--- src/rtl/lane_sequencer_if.sv ---
// Bundle of command, operand-memory, lane and status signals for lane_sequencer.
// The slave side is the sequencer; the master side is the environment that feeds it.
interface lane_sequencer_if #(
    parameter int ADDR_W = 8
);
    logic              cmd_valid;
    logic              cmd_ready;
    logic [3:0]        cmd_select;
    logic [7:0]        cmd_key;
    logic [ADDR_W-1:0] cmd_src_a;
    logic [ADDR_W-1:0] cmd_src_b;
    logic [ADDR_W-1:0] cmd_dst;
    logic [4:0]        cmd_len;

    logic              mem_rd_en;
    logic [ADDR_W-1:0] mem_rd_addr;
    logic [7:0]        mem_rd_data;

    logic [7:0]        lane_data1;
    logic [7:0]        lane_data2;
    logic [7:0]        lane_key;
    logic [3:0]        lane_select;
    logic [7:0]        lane_result;

    logic              mem_wr_en;
    logic [ADDR_W-1:0] mem_wr_addr;
    logic [7:0]        mem_wr_data;

    logic              busy;
    logic              done;

    modport master (
        output cmd_valid, cmd_select, cmd_key, cmd_src_a, cmd_src_b, cmd_dst, cmd_len,
        input  cmd_ready,
        input  mem_rd_en, mem_rd_addr,
        output mem_rd_data,
        input  lane_data1, lane_data2, lane_key, lane_select,
        output lane_result,
        input  mem_wr_en, mem_wr_addr, mem_wr_data,
        input  busy, done
    );

    modport slave (
        input  cmd_valid, cmd_select, cmd_key, cmd_src_a, cmd_src_b, cmd_dst, cmd_len,
        output cmd_ready,
        output mem_rd_en, mem_rd_addr,
        input  mem_rd_data,
        output lane_data1, lane_data2, lane_key, lane_select,
        input  lane_result,
        output mem_wr_en, mem_wr_addr, mem_wr_data,
        output busy, done
    );
endinterface

--- src/rtl/lane_sequencer.sv ---
// Vector sequencer: per element reads A[i] and B[i], presents them to a combinational
// lane and writes the lane result to dst+i; one element every four cycles.
module lane_sequencer #(
    parameter int ADDR_W  = 8,
    parameter int MAX_LEN = 16
) (
    input  logic            clk,
    input  logic            rst_n,
    lane_sequencer_if.slave bus
);

    localparam logic [2:0] S_IDLE = 3'd0;
    localparam logic [2:0] S_RD_A = 3'd1;
    localparam logic [2:0] S_RD_B = 3'd2;
    localparam logic [2:0] S_EXEC = 3'd3;
    localparam logic [2:0] S_WB   = 3'd4;
    localparam logic [2:0] S_DONE = 3'd5;

    localparam logic [4:0] MAX_LEN_C = 5'(MAX_LEN);

    logic [2:0]        state_q, state_d;
    logic [4:0]        idx_q, idx_d;
    logic [4:0]        len_q;
    logic [4:0]        len_eff;
    logic [3:0]        sel_q;
    logic [7:0]        key_q;
    logic [ADDR_W-1:0] src_a_q, src_b_q, dst_q;
    logic [7:0]        data1_q, data2_q;

    logic              handshake;
    logic              last_elem;
    logic [ADDR_W-1:0] idx_ext;
    logic              rd_en, wr_en;
    logic [ADDR_W-1:0] rd_addr, wr_addr;

    assign handshake = bus.cmd_valid && (state_q == S_IDLE);
    assign len_eff   = (bus.cmd_len > MAX_LEN_C) ? MAX_LEN_C : bus.cmd_len;
    assign last_elem = (idx_q == len_q - 5'd1);
    assign idx_ext   = ADDR_W'(idx_q);

    // NOTE: every variable driven in an always_comb gets a default first, so no path leaves it unassigned (no latch).
    always_comb begin
        state_d = state_q;
        idx_d   = idx_q;
        case (state_q)
            S_IDLE: begin
                if (handshake) begin
                    idx_d   = '0;
                    state_d = (len_eff == 5'd0) ? S_DONE : S_RD_A;
                end
            end
            S_RD_A: state_d = S_RD_B;
            S_RD_B: state_d = S_EXEC;
            S_EXEC: state_d = S_WB;
            S_WB: begin
                if (last_elem) begin
                    state_d = S_DONE;
                end else begin
                    idx_d   = idx_q + 5'd1;
                    state_d = S_RD_A;
                end
            end
            S_DONE:  state_d = S_IDLE;
            default: state_d = S_IDLE;
        endcase
    end

    // NOTE: sequential state uses non-blocking assignments so every register samples pre-edge values.
    always_ff @(posedge clk) begin
        if (!rst_n) begin
            state_q <= S_IDLE;
            idx_q   <= '0;
            len_q   <= '0;
            sel_q   <= '0;
            key_q   <= '0;
            src_a_q <= '0;
            src_b_q <= '0;
            dst_q   <= '0;
            data1_q <= '0;
            data2_q <= '0;
        end else begin
            state_q <= state_d;
            idx_q   <= idx_d;
            if (handshake) begin
                len_q   <= len_eff;
                sel_q   <= bus.cmd_select;
                key_q   <= bus.cmd_key;
                src_a_q <= bus.cmd_src_a;
                src_b_q <= bus.cmd_src_b;
                dst_q   <= bus.cmd_dst;
            end
            // Read data lags the strobe by one cycle, hence A lands in RD_B and B in EXEC.
            if (state_q == S_RD_B) begin
                data1_q <= bus.mem_rd_data;
            end
            if (state_q == S_EXEC) begin
                data2_q <= bus.mem_rd_data;
            end
        end
    end

    always_comb begin
        rd_en   = 1'b0;
        rd_addr = '0;
        wr_en   = 1'b0;
        wr_addr = '0;
        case (state_q)
            S_RD_A: begin
                rd_en   = 1'b1;
                rd_addr = src_a_q + idx_ext;
            end
            S_RD_B: begin
                rd_en   = 1'b1;
                rd_addr = src_b_q + idx_ext;
            end
            S_WB: begin
                wr_en   = 1'b1;
                wr_addr = dst_q + idx_ext;
            end
            default: ;
        endcase
    end

    // Outputs are qualified by rst_n so an asserted reset silences strobes in the same cycle,
    // which is what stops a write still pending in the aborted command.
    assign bus.cmd_ready   = rst_n && (state_q == S_IDLE);
    assign bus.busy        = rst_n && (state_q != S_IDLE);
    assign bus.done        = rst_n && (state_q == S_DONE);
    assign bus.mem_rd_en   = rst_n && rd_en;
    assign bus.mem_rd_addr = rst_n ? rd_addr : '0;
    assign bus.mem_wr_en   = rst_n && wr_en;
    assign bus.mem_wr_addr = rst_n ? wr_addr : '0;
    assign bus.mem_wr_data = (rst_n && wr_en) ? bus.lane_result : 8'h00;
    assign bus.lane_data1  = rst_n ? data1_q : 8'h00;
    assign bus.lane_data2  = rst_n ? data2_q : 8'h00;
    assign bus.lane_key    = rst_n ? key_q : 8'h00;
    assign bus.lane_select = rst_n ? sel_q : 4'h0;

endmodule

--- src/flat_wrapper.sv ---
// flat-port wrapper written by rule: the top's interface ports become plain ports
module lane_sequencer_flat 
#(
    parameter int ADDR_W  = 8,
    parameter int MAX_LEN = 16
)
  (clk, rst_n, bus_cmd_valid, bus_cmd_select, bus_cmd_key, bus_cmd_src_a, bus_cmd_src_b, bus_cmd_dst, bus_cmd_len, bus_cmd_ready, bus_mem_rd_en, bus_mem_rd_addr, bus_mem_rd_data, bus_lane_data1, bus_lane_data2, bus_lane_key, bus_lane_select, bus_lane_result, bus_mem_wr_en, bus_mem_wr_addr, bus_mem_wr_data, bus_busy, bus_done);
  lane_sequencer_if #(.ADDR_W(ADDR_W)) bus_i ();
  input  logic clk;
  input  logic rst_n;
  input wire logic [$bits(bus_i.cmd_valid)-1:0] bus_cmd_valid;
  input wire logic [$bits(bus_i.cmd_select)-1:0] bus_cmd_select;
  input wire logic [$bits(bus_i.cmd_key)-1:0] bus_cmd_key;
  input wire logic [$bits(bus_i.cmd_src_a)-1:0] bus_cmd_src_a;
  input wire logic [$bits(bus_i.cmd_src_b)-1:0] bus_cmd_src_b;
  input wire logic [$bits(bus_i.cmd_dst)-1:0] bus_cmd_dst;
  input wire logic [$bits(bus_i.cmd_len)-1:0] bus_cmd_len;
  output wire logic [$bits(bus_i.cmd_ready)-1:0] bus_cmd_ready;
  output wire logic [$bits(bus_i.mem_rd_en)-1:0] bus_mem_rd_en;
  output wire logic [$bits(bus_i.mem_rd_addr)-1:0] bus_mem_rd_addr;
  input wire logic [$bits(bus_i.mem_rd_data)-1:0] bus_mem_rd_data;
  output wire logic [$bits(bus_i.lane_data1)-1:0] bus_lane_data1;
  output wire logic [$bits(bus_i.lane_data2)-1:0] bus_lane_data2;
  output wire logic [$bits(bus_i.lane_key)-1:0] bus_lane_key;
  output wire logic [$bits(bus_i.lane_select)-1:0] bus_lane_select;
  input wire logic [$bits(bus_i.lane_result)-1:0] bus_lane_result;
  output wire logic [$bits(bus_i.mem_wr_en)-1:0] bus_mem_wr_en;
  output wire logic [$bits(bus_i.mem_wr_addr)-1:0] bus_mem_wr_addr;
  output wire logic [$bits(bus_i.mem_wr_data)-1:0] bus_mem_wr_data;
  output wire logic [$bits(bus_i.busy)-1:0] bus_busy;
  output wire logic [$bits(bus_i.done)-1:0] bus_done;
  assign bus_i.cmd_valid = bus_cmd_valid;
  assign bus_i.cmd_select = bus_cmd_select;
  assign bus_i.cmd_key = bus_cmd_key;
  assign bus_i.cmd_src_a = bus_cmd_src_a;
  assign bus_i.cmd_src_b = bus_cmd_src_b;
  assign bus_i.cmd_dst = bus_cmd_dst;
  assign bus_i.cmd_len = bus_cmd_len;
  assign bus_cmd_ready = bus_i.cmd_ready;
  assign bus_mem_rd_en = bus_i.mem_rd_en;
  assign bus_mem_rd_addr = bus_i.mem_rd_addr;
  assign bus_i.mem_rd_data = bus_mem_rd_data;
  assign bus_lane_data1 = bus_i.lane_data1;
  assign bus_lane_data2 = bus_i.lane_data2;
  assign bus_lane_key = bus_i.lane_key;
  assign bus_lane_select = bus_i.lane_select;
  assign bus_i.lane_result = bus_lane_result;
  assign bus_mem_wr_en = bus_i.mem_wr_en;
  assign bus_mem_wr_addr = bus_i.mem_wr_addr;
  assign bus_mem_wr_data = bus_i.mem_wr_data;
  assign bus_busy = bus_i.busy;
  assign bus_done = bus_i.done;
  lane_sequencer #(.ADDR_W(ADDR_W), .MAX_LEN(MAX_LEN)) u_core (.clk(clk), .rst_n(rst_n), .bus(bus_i));
endmodule
--- config.mk ---
export PLATFORM = sky130hd
export DESIGN_NAME = lane_sequencer_flat
export DESIGN_NICKNAME = d
export VERILOG_FILES = /design/src/rtl/lane_sequencer_if.sv /design/src/rtl/lane_sequencer.sv /design/src/flat_wrapper.sv
export SDC_FILE = /design/constraint.sdc
export NUM_CORES = 1
export LEC_CHECK = 0
export ABC_AREA = 1
export BUFFER_PORTS_ARGS = -buffer_cell sky130_fd_sc_hd__clkbuf_2
export CORE_UTILIZATION = 30
export CTS_BUF_LIST = sky130_fd_sc_hd__clkbuf_4 sky130_fd_sc_hd__clkbuf_8
export CTS_CLUSTER_SIZE = 25
export DETAILED_ROUTE_END_ITERATION = 8
export PLACE_DENSITY = 0.6
export SETUP_SLACK_MARGIN = 0.3
export SYNTH_ARGS = -nofsm -noshare
export SYNTH_HDL_FRONTEND = slang
export SYNTH_SLANG_ARGS = --single-unit
export TNS_END_PERCENT = 30
--- constraint.sdc ---
create_clock -name clk -period 3.34 [get_ports clk]
set_input_delay 0.334 -clock clk [delete_from_list [all_inputs] [get_ports clk]]
set_output_delay 0.334 -clock clk [all_outputs]
set_load 0.02 [all_outputs]
==> flow_summary.json, run 1 <==
{
  "crit_chain": "inv_2 -> nand3_4 -> nand2_1 -> o21ai_1 -> ha_2 -> inv_1 -> fa_1 -> inv_1 -> nand3_1 -> nand2_1 -> nand2_1 -> inv_1 -> o21a_1 -> nor2_1 -> nor2_1 -> buf_2",
  "final_nets": 731,
  "violations": "DRC",
  "drt_iter0_markers": 188,
  "leakagePower_nw": 2.43,
  "antenna_cells": 0,
  "cts_sinks": 65,
  "cp_max_fo": 7,
  "port_buffers": 116,
  "holdCritPathClass": "in2reg",
  "area_delta_synth_final_pct": 25.3,
  "gp_congestion": 0.814,
  "fill_cells": 1230,
  "fp.dieArea_um2": 12500,
  "cts_inserted_buffers": 9,
  "synth_cell_type_count": 37,
  "ant_nets": 0,
  "slowest_stage": "dfxtp_1",
  "final_area_um2": 4520,
  "p_clk_frac": 0.335,
  "grt-ovfl-total": 0,
  "io_pins": 117,
  "tightest_slew_ns": 0.603,
  "avgRoutedWirePerCell_um": 11.6,
  "postCtsHoldBufs": 0,
  "initial_core_util": 0.312,
  "grt_pass1_wl_um": 15600,
  "max_stage_delay_ns": 0.42,
  "final_max_slew_viol_count": 0,
  "tns_ns": 0,
  "cts.path.max_buffers": 2,
  "postSynth.asyncResetShare": 0,
  "track_usage": 0.153,
  "swShare": 0.320,
  "dp_hpwl_um": 6920,
  "seq_area_frac_synth": 0.360,
  "worst_slack_ns": 0.513,
  "ys_ff_latch": 65,
  "synth.most_common_cell": "nor2_1",
  "fp.dieH_um": 112,
  "switching_power_uw": 653,
  "synth_top_area_cell": "dfxtp_1",
  "clock_latency_ns": 0.34,
  "syn-mean-instance-area_um2": 6.65,
  "grt_pass1_vias": 3352,
  "synth_area_leaders": "dfxtp_1 (36%), nor2_1 (9.9%), nand2_1 (9.7%)",
  "synth_fp_nets": 617,
  "cts_tree": "yes",
  "vias": 3613,
  "slew-limit-headroom": 0.597,
  "min_period_ns": 2.83,
  "dr.pass1.iters": 6,
  "clk_pin_slew_ns": 0.07,
  "final.setup_skew_ns": 0.0100,
  "antenna_found_initial": 0,
  "fmax_ghz": 0.354,
  "maxCapViolCount": 0,
  "vias_per_cell": 4.49,
  "synth_top_area_frac": 0.360,
  "start_kind": "register",
  "die_x_um": 112,
  "criticalPathCategory": "reg2out",
  "fin_crit_sh": 0.846,
  "grt_max_degree": 65,
  "status": "complete, but fails checks",
  "syn_inst": 543,
  "power_density_nw_per_um2": 451,
  "yosysWarnings": 0,
  "drc_errors": 4,
  "combPwrFrac": 0.225,
  "synth_edf_count": 0,
  "ys_dominant_reg_cell": "dfxtp_1",
  "vdd_drop_max_mv": 0.230,
  "place_area_um2": 4270,
  "p_int_mw": 1.39,
  "core_um2": 11600,
  "required_ns": 3.01,
  "setup_viol": 0,
  "netlist_area_um2": 3610,
  "cp_data_arrival_time_ns": 2.49,
  "ctsRootBufferMaster": "clkbuf_8",
  "rsz0062_at_grt": "no",
  "hold_violations": 0,
  "drive_gt1_frac": 0.257,
  "post-place-ws_ns": 0.542,
  "drt-total-wl_um": 9320,
  "ys_top_cells_by_count": "nor2_1 (95), nand2_1 (93), inv_1 (87)",
  "row_count": 39,
  "endpoint_kind": "output port",
  "htreeDepth": 3,
  "seqPwrFrac": 0.439
}
## flip-flops by register name, indices dropped and copies added (netlist names)
| name | flops |
|---|---|
| u_core.data1_q | 8 |
| u_core.data2_q | 8 |
| u_core.dst_q | 8 |
| u_core.idx_q | 5 |
| u_core.key_q | 8 |
| u_core.len_q | 5 |
| u_core.sel_q | 4 |
| u_core.src_a_q | 8 |
| u_core.src_b_q | 8 |
| u_core.state_q | 3 |
## cells in the final DEF (no fill, tap or decap), drive strengths merged, types with 2 or more instances in the layout
| master | instances |
|---|---|
| clkbuf | 125 |
| nor2 | 102 |
| clkinvlp | 2 |
| o21a | 10 |
| nand3 | 16 |
| nand4 | 2 |
| o21ai | 68 |
| inv | 94 |
| fa | 2 |
| nor3 | 4 |
| dfxtp | 65 |
| o211ai | 2 |
| clkinv | 3 |
| nand2 | 100 |
| a21oi | 35 |
| ha | 12 |
| a22oi | 2 |
| xor2 | 2 |
| buf | 10 |
## per-layer routing
| layer | track usage | vias up | part of all wire |
|---|---|---|---|
| met5 | 0 | - | 0 |
| met4 | 0.0514 | 0 | 0.0089 |
| met3 | 0.0365 | 6 | 0.045 |
| met2 | 0.253 | 72 | 0.47 |
| met1 | 0.196 | 1613 | 0.47 |
| li1 | - | 1922 | - |
## stage by stage
step	util	hold WS [ns]	total power [mW]	std cells
floorplan	-	0.423	1.24	543
global placement	0.369	0.433	1.35	784
detailed placement	0.369	0.438	1.36	784
CTS	0.387	0.198	2.06	800
global route	0.391	0.202	2.18	805
finish	0.391	0.210	2.04	805
## path summary, 6_finish.rpt
check / depth (start not counted) / from / slack [ns] / endpoint
worst max-delay path: 16 / u_core.state_q[2] / 0.51 / bus_mem_rd_addr[6]
worst min-delay path: 2 / bus_mem_rd_data[0] / 0.21 / u_core.data1_q[0]
worst max register to register: 8 / u_core.state_q[2] / 1.53 / u_core.len_q[2]
worst min register to register: 2 / u_core.data2_q[3] / 0.45 / u_core.data2_q[3]
## worst max-delay path, delay by kind of cell (launching register included)
kind / cells / cell delay [ns]
adder cells (fa/ha/maj): 2 / 0.57
AO/OA/AOI/OAI: 2 / 0.22
buffers and inverters: 5 / 0.45
flip-flops: 1 / 0.42
AND/OR/NAND/NOR: 7 / 0.50
## power by group through the flow
stage	sequential (mW)	clock, mW	combinational, mW
after floorplan	0.900	0	0.335
after global placement	0.911	0	0.441
after detailed placement	0.913	0	0.450
after CTS	0.896	0.704	0.456
after global routing	0.907	0.747	0.521
final	0.897	0.684	0.459
## cell type report
cell class                      instances  area, µm²  area share
Inverter                               95        359      0.0794
Tap cell                              143        179      0.0396
Multi-Input combinational cell        362       1840       0.407
Clock buffer                           11        145      0.0321
Sequential cell                        65       1300       0.288
Timing Repair Buffer                  124        641       0.142
Clock inverter                          5       55.1      0.0122
## logic make-up (layout without fill, tap and decap cells)
| family | count (synthesis) | in the layout | synth area share |
|---|---|---|---|
| AND/OR/NAND/NOR | 225 | 225 | 0.263 |
| AO/OA/AOI/OAI | 120 | 120 | 0.184 |
| flip-flops | 65 | 65 | 0.360 |
| adder cells (fa/ha/maj) | 14 | 14 | 0.0527 |
| buffers and inverters | 116 | 235 | 0.133 |
| XOR/XNOR | 3 | 3 | 0.00728 |
## repair_timing
action,CTS,global route
endpoints found under the setup margin,2,4
hold endpoints to repair,0,0
setup buffers,0,5
gates resized for setup,2,6
pin swaps,0,5
(Power assumes the default switching activity.)
==> inputs of run 2 (changes only) <==
--- a/config.mk
+++ b/config.mk
@@ -11,7 +11,7 @@
 export CTS_BUF_LIST = sky130_fd_sc_hd__clkbuf_4 sky130_fd_sc_hd__clkbuf_8
 export CTS_CLUSTER_SIZE = 25
 export DETAILED_ROUTE_END_ITERATION = 8
-export PLACE_DENSITY = 0.6
+export PLACE_DENSITY = 0.62
 export SETUP_SLACK_MARGIN = 0.3
 export SYNTH_ARGS = -nofsm -noshare
 export SYNTH_HDL_FRONTEND = slang
==> constraint.sdc (replaced) <==
create_clock -name clk -period 2.4 [get_ports clk]
set_input_delay 0.24 -clock clk [delete_from_list [all_inputs] [get_ports clk]]
set_output_delay 0.24 -clock clk [all_outputs]
set_load 0.02 [all_outputs]
==> run 2 against run 1 <==
  * The flow finishes with violations (DRC, setup timing)
  * First-iteration DRC count down 30%
  * Combinational power rose by 55%
  * Critical endpoint unchanged
  * Core utilization is 2.5 points higher
  * Clock-buffer cell count unchanged
  * Sequential share of layout area fell by 1.3 points
  * Total power rose by 49%
  * Wire length rose by 4.8%
  * Via count grew 5.1%
  * Register-to-register slack lost 1.0 ns
  * Non-clock buffer count up 11
  * Flip-flop and latch count is the same
  * Clock skew down 0.0041 ns
  * Largest power group unchanged
  * Largest cell class unchanged
==> flow_summary.json, run 2 (synthesis results as in run 1) <==
{
  "swShare": 0.311,
  "antenna_cells": 0,
  "initial_core_util": 0.312,
  "tightest_slew_ns": 0.588,
  "vias_per_cell": 4.65,
  "crit_chain": "inv_6 -> nand3_4 -> o21ai_2 -> ha_2 -> inv_2 -> fa_2 -> inv_2 -> nand3_2 -> nand2_2 -> nand2_2 -> inv_2 -> o21a_1 -> nand2_1 -> nand2_1 -> nor2_2 -> clkbuf_8",
  "violations": "DRC, setup timing",
  "port_buffers": 116,
  "max_stage_delay_ns": 0.36,
  "leakagePower_nw": 2.52,
  "holdCritPathClass": "in2reg",
  "post-place-ws_ns": 0.00514,
  "cts_tree": "yes",
  "drt_iter0_markers": 131,
  "dp_hpwl_um": 6940,
  "cp_data_arrival_time_ns": 2.42,
  "vias": 3796,
  "postCtsHoldBufs": 0,
  "start_kind": "register",
  "fmax_ghz": 0.376,
  "final.setup_skew_ns": 0.00587,
  "switching_power_uw": 943,
  "clk_pin_slew_ns": 0.07,
  "vdd_drop_max_mv": 0.293,
  "grt_max_degree": 54,
  "die_x_um": 112,
  "criticalPathCategory": "reg2out",
  "fin_crit_sh": 1.11,
  "grt_pass1_wl_um": 16000,
  "cp_common_cell": "inv_2",
  "cp_max_fo": 6,
  "dr.pass1.iters": 8,
  "cts.path.max_buffers": 2,
  "drive_gt1_frac": 0.309,
  "maxCapViolCount": 0,
  "drc_errors": 7,
  "p_clk_frac": 0.355,
  "cts_inserted_buffers": 9,
  "endpoint_kind": "output port",
  "gp_congestion": 0.841,
  "io_pins": 117,
  "min_period_ns": 2.66,
  "fill_cells": 1190,
  "worst_slack_ns": -0.259,
  "final_max_slew_viol_count": 0,
  "cts_sinks": 65,
  "drt-total-wl_um": 9760,
  "grt-ovfl-total": 0,
  "fp.dieH_um": 112,
  "register_area_um2": 1330,
  "setup_viol": 6,
  "avgRoutedWirePerCell_um": 12.0,
  "mostFrequentLayoutCells": "clkbuf_2 (103), nor2_1 (93), nand2_1 (91), inv_1 (81), dfxtp_1 (58)",
  "final_common_cell": "clkbuf_2",
  "core_um2": 11600,
  "tns_ns": -0.833,
  "required_ns": 2.16,
  "combPwrFrac": 0.235,
  "final_nets": 743,
  "p_total_mw": 3.03,
  "rsz0062_at_grt": "yes",
  "htreeDepth": 3,
  "slew-limit-headroom": 0.607,
  "area_delta_synth_final_pct": 33.4,
  "final_core_util": 0.416,
  "slowest_stage": "dfxtp_4",
  "clock_latency_ns": 0.36,
  "fp.dieArea_um2": 12500,
  "seqPwrFrac": 0.411,
  "grt_pass1_vias": 3541,
  "hold_violations": 0,
  "p_int_mw": 2.09,
  "ctsRootBufferMaster": "clkbuf_8",
  "row_count": 39,
  "ant_nets": 0,
  "track_usage": 0.162,
  "power_density_nw_per_um2": 630,
  "multiInputGateArea_um2": 1950,
  "status": "complete, but fails checks",
  "antenna_found_initial": 0
}
[run 2: cell count changes in the layout (fill, tap and decap cells not counted), moves of 3 or more]
cell,previous run,this run
ha_1,11,7
dfxtp_1,63,58
o21ai_2,1,4
buf_4,8,25
dfxtp_4,0,6
ha_4,0,4
clkbuf_4,1,5
inv_1,86,81
clkbuf_2,114,103
o21ai_0,52,47
[run 2: repair_timing]
| item | CTS | global route |
|---|---|---|
| buffers inserted | 6 | 7 |
| resized for setup | 33 | 23 |
| gates cloned | 1 | 0 |
| hold endpoints to repair | 0 | 0 |
| pin swaps | 11 | 15 |
| endpoints found under the setup margin | 14 | 25 |
[run 2: power groups by stage]
stage               Sequential [mW]  Clock, mW  Combinational [mW]
global placement               1.26          0               0.634
detailed placement             1.27          0               0.650
global route                   1.26       1.16               0.805
floorplan                      1.25          0               0.477
finish                         1.25       1.08               0.712
CTS                            1.24       1.12               0.684
[run 2: metrics by stage]
step | instances | hold WS (ns) | instance area [µm²]
after floorplan | 543 | 0.364 | 3650
after global placement | 787 | 0.434 | 4330
after detailed placement | 787 | 0.440 | 4330
after CTS | 810 | 0.0867 | 4700
after global routing | 817 | 0.0961 | 4820
final | 817 | 0.103 | 4820
[run 2: per-layer routing]
metal / vias to the layer above / GRT usage / wire, µm
met5: - / 0 / 0
met4: 0 / 0.0919 / 342
met3: 23 / 0.0435 / 611
met2: 119 / 0.275 / 4590
met1: 1700 / 0.183 / 4220
li1: 1954 / - / -
[run 2: worst paths after layout]
kind / endpoint / slack, ns / start / cells after the start
max reg2reg: u_core.len_q[3] / 0.49 / u_core.state_q[1] / 8
min: u_core.src_a_q[2] / 0.10 / bus_cmd_src_a[2] / 3
min reg2reg: u_core.data2_q[2] / 0.45 / u_core.data2_q[2] / 2
max: bus_mem_rd_addr[6] / -0.26 / u_core.state_q[0] / 16
[run 2: area by class of cell]
| type | count | area share |
|---|---|---|
| multi-input cells | 363 | 0.406 |
| flip-flops and latches | 65 | 0.275 |
| repair buffers | 135 | 0.158 |
| inverters | 95 | 0.0772 |
| well taps | 143 | 0.0372 |
| clock buffers | 11 | 0.0314 |
| clock inverters | 5 | 0.0158 |
[run 2: worst max-delay path, delay by kind of cell (launching register included)]
| kind | cells | cell delay [ns] |
|---|---|---|
| AO/OA/AOI/OAI | 2 | 0.29 |
| AND/OR/NAND/NOR | 7 | 0.47 |
| flip-flops | 1 | 0.36 |
| buffers and inverters | 5 | 0.38 |
| adder cells (fa/ha/maj) | 2 | 0.54 |
==> inputs of run 3 (changes only) <==
--- a/config.mk
+++ b/config.mk
@@ -7,11 +7,11 @@
 export LEC_CHECK = 0
 export ABC_AREA = 1
 export BUFFER_PORTS_ARGS = -buffer_cell sky130_fd_sc_hd__clkbuf_2
-export CORE_UTILIZATION = 30
+export CORE_UTILIZATION = 25
 export CTS_BUF_LIST = sky130_fd_sc_hd__clkbuf_4 sky130_fd_sc_hd__clkbuf_8
 export CTS_CLUSTER_SIZE = 25
 export DETAILED_ROUTE_END_ITERATION = 8
-export PLACE_DENSITY = 0.62
+export PLACE_DENSITY = 0.55
 export SETUP_SLACK_MARGIN = 0.3
 export SYNTH_ARGS = -nofsm -noshare
 export SYNTH_HDL_FRONTEND = slang
==> run 3 against run 2 <==
  * The run ends with setup timing left
  * Clock-buffer cell count unchanged
  * Setup slack improved by 0.10 ns
  * Highest routed layer unchanged
  * Register-to-register slack improved by 0.22 ns
  * Critical path type unchanged
==> flow_summary.json, run 3 (synthesis results as in run 1) <==
{
  "status": "complete, but fails checks",
  "violations": "setup timing",
  "dp_hpwl_um": 7060,
  "slowest_stage": "dfxtp_4",
  "port_buffers": 116,
  "hold_depth": 3,
  "antenna_cells": 0,
  "vias": 3683,
  "fmax_ghz": 0.391,
  "maxCapViolCount": 0,
  "worstHoldStart": "bus_cmd_src_b[7]",
  "rrSetupSlack_ns": 0.71,
  "clk_pin_slew_ns": 0.07,
  "critPathBufInv": 5,
  "hold_violations": 0,
  "worst_slack_ns": -0.158,
  "vias_per_cell": 4.29,
  "hold-path-endpoint": "u_core.src_b_q[7]",
  "ant_nets": 0,
  "setup_viol": 6,
  "ctsRootBufferMaster": "clkbuf_8",
  "min_period_ns": 2.56,
  "hold_ws_ns": 0.111,
  "grt-ovfl-total": 0,
  "tightest_slew_ns": 0.616,
  "rsz0062_at_grt": "yes",
  "grt_max_degree": 54,
  "htreeDepth": 3,
  "drt_iter0_markers": 153,
  "gp_congestion": 0.775,
  "power_density_nw_per_um2": 614,
  "grt_pass1_vias": 3429,
  "mostFrequentLayoutCells": "clkbuf_2 (105), nor2_1 (93), nand2_1 (89), inv_1 (81), dfxtp_1 (59)",
  "row_count": 43,
  "max_stage_delay_ns": 0.35,
  "crit_chain": "inv_4 -> nand3_4 -> o21ai_2 -> ha_2 -> inv_2 -> fa_2 -> inv_2 -> nand3_2 -> nand2_2 -> nand2_2 -> inv_2 -> o21a_1 -> nand2_1 -> nand2_1 -> nor2_2 -> clkbuf_8",
  "slew-limit-headroom": 0.588,
  "holdCritPathClass": "in2reg",
  "final_common_cell": "clkbuf_2",
  "finalNonFillerCells": 859,
  "cts.path.max_buffers": 2,
  "criticalPathCategory": "reg2out",
  "final_nets": 750,
  "grt_pass1_wl_um": 16200,
  "clock_latency_ns": 0.35,
  "required_ns": 2.16,
  "drt-total-wl_um": 9940,
  "leakagePower_nw": 2.55,
  "swShare": 0.310,
  "cp_data_arrival_time_ns": 2.32,
  "critPathTopFamily": "adder cells",
  "fp.dieArea_um2": 14900,
  "placed_cells": 829,
  "p_clk_frac": 0.348,
  "seqPwrFrac": 0.410,
  "start_kind": "register",
  "vdd_drop_max_mv": 0.220,
  "endpoint_kind": "output port",
  "area_delta_synth_final_pct": 37.0,
  "cts_inserted_buffers": 9,
  "drive_gt1_frac": 0.321,
  "switching_power_uw": 940,
  "cp_max_fo": 6,
  "initial_core_util": 0.258,
  "avgRoutedWirePerCell_um": 11.6,
  "core_um2": 14000,
  "io_pins": 117,
  "antenna_found_initial": 0,
  "cp_common_cell": "inv_2",
  "dr.pass1.iters": 4,
  "final_max_slew_viol_count": 0,
  "fp.dieH_um": 122,
  "combPwrFrac": 0.242,
  "die_x_um": 122,
  "reg2reg_from": "u_core.len_q[0]",
  "reg2reg_depth": 13,
  "track_usage": 0.139,
  "drc_errors": 0,
  "fin_crit_sh": 1.07,
  "cts_tree": "yes",
  "p_int_mw": 2.10,
  "r2r-end": "u_core.idx_q[0]",
  "final.setup_skew_ns": 0.00464,
  "cts_sinks": 65
}
-- run 3: cell types whose count changed in the layout (fill, tap and decap cells not counted), sizes merged --
| cell | change |
|---|---|
| buf | +9 |
| clkbuf | -2 |
| clkinv | -1 |
| inv | -1 |
-- run 3: stage by stage --
stage               instance area [µm²]  worst slack [ns]   util  power, mW  setup TNS (ns)
floorplan                          3650            0.0361      -       1.73               0
global placement                   4410             0.132  0.315       1.92               0
detailed placement                 4410             0.107  0.315       1.93               0
CTS                                4830            -0.140  0.345       3.05          -0.587
global route                       4950            -0.331  0.354       3.22           -1.46
finish                             4950            -0.158  0.354       3.04          -0.508
-- run 3: timing repair --
item / 4_1_cts / 5_1_grt
pin swaps: 7 / 13
setup buffers: 10 / 5
hold buffers: 0 / 0
endpoints found under the setup margin: 23 / 23
resized for setup: 34 / 30
gates cloned: 1 / 0
-- run 3: worst max path at each step --
stage                      startpoint                 end  slack, ns  cells after the start
CTS                 u_core.state_q[2]  bus_mem_rd_addr[6]      -0.14                     16
floorplan           u_core.state_q[2]  bus_mem_rd_addr[6]       0.04                     16
detailed placement  u_core.state_q[1]  bus_mem_rd_addr[6]       0.11                     14
finish              u_core.state_q[2]  bus_mem_rd_addr[6]      -0.16                     16
global placement    u_core.state_q[1]  bus_mem_rd_addr[6]       0.13                     15
global route        u_core.state_q[2]  bus_mem_rd_addr[6]      -0.33                     16
-- run 3: cell type report --
type                    count  area (µm²)
flip-flops and latches     65        1320
clock inverters             3        65.1
repair buffers            142         821
well taps                 180         225
inverters                  95         364
fillers                  1514        9040
multi-input cells         363        2000
clock buffers              11         151
-- run 3: metal layers --
metal | GRT usage | part of all wire
met1 | 0.169 | 0.46
met2 | 0.233 | 0.46
met3 | 0.0379 | 0.060
met4 | 0.0480 | 0.016
met5 | 0 | 0
-- run 3: power by group through the flow --
stage | Clock (mW) | Sequential (mW) | Combinational (mW)
final | 1.06 | 1.25 | 0.736
after global placement | 0 | 1.26 | 0.660
after CTS | 1.09 | 1.25 | 0.708
after floorplan | 0 | 1.25 | 0.477
after global routing | 1.13 | 1.26 | 0.835
after detailed placement | 0 | 1.26 | 0.662
-- run 3: tightest hold or removal path: stages --
cell and delay [ns]:
clkbuf_2 0.08, nor2_1 0.03, nor2_1 0.08
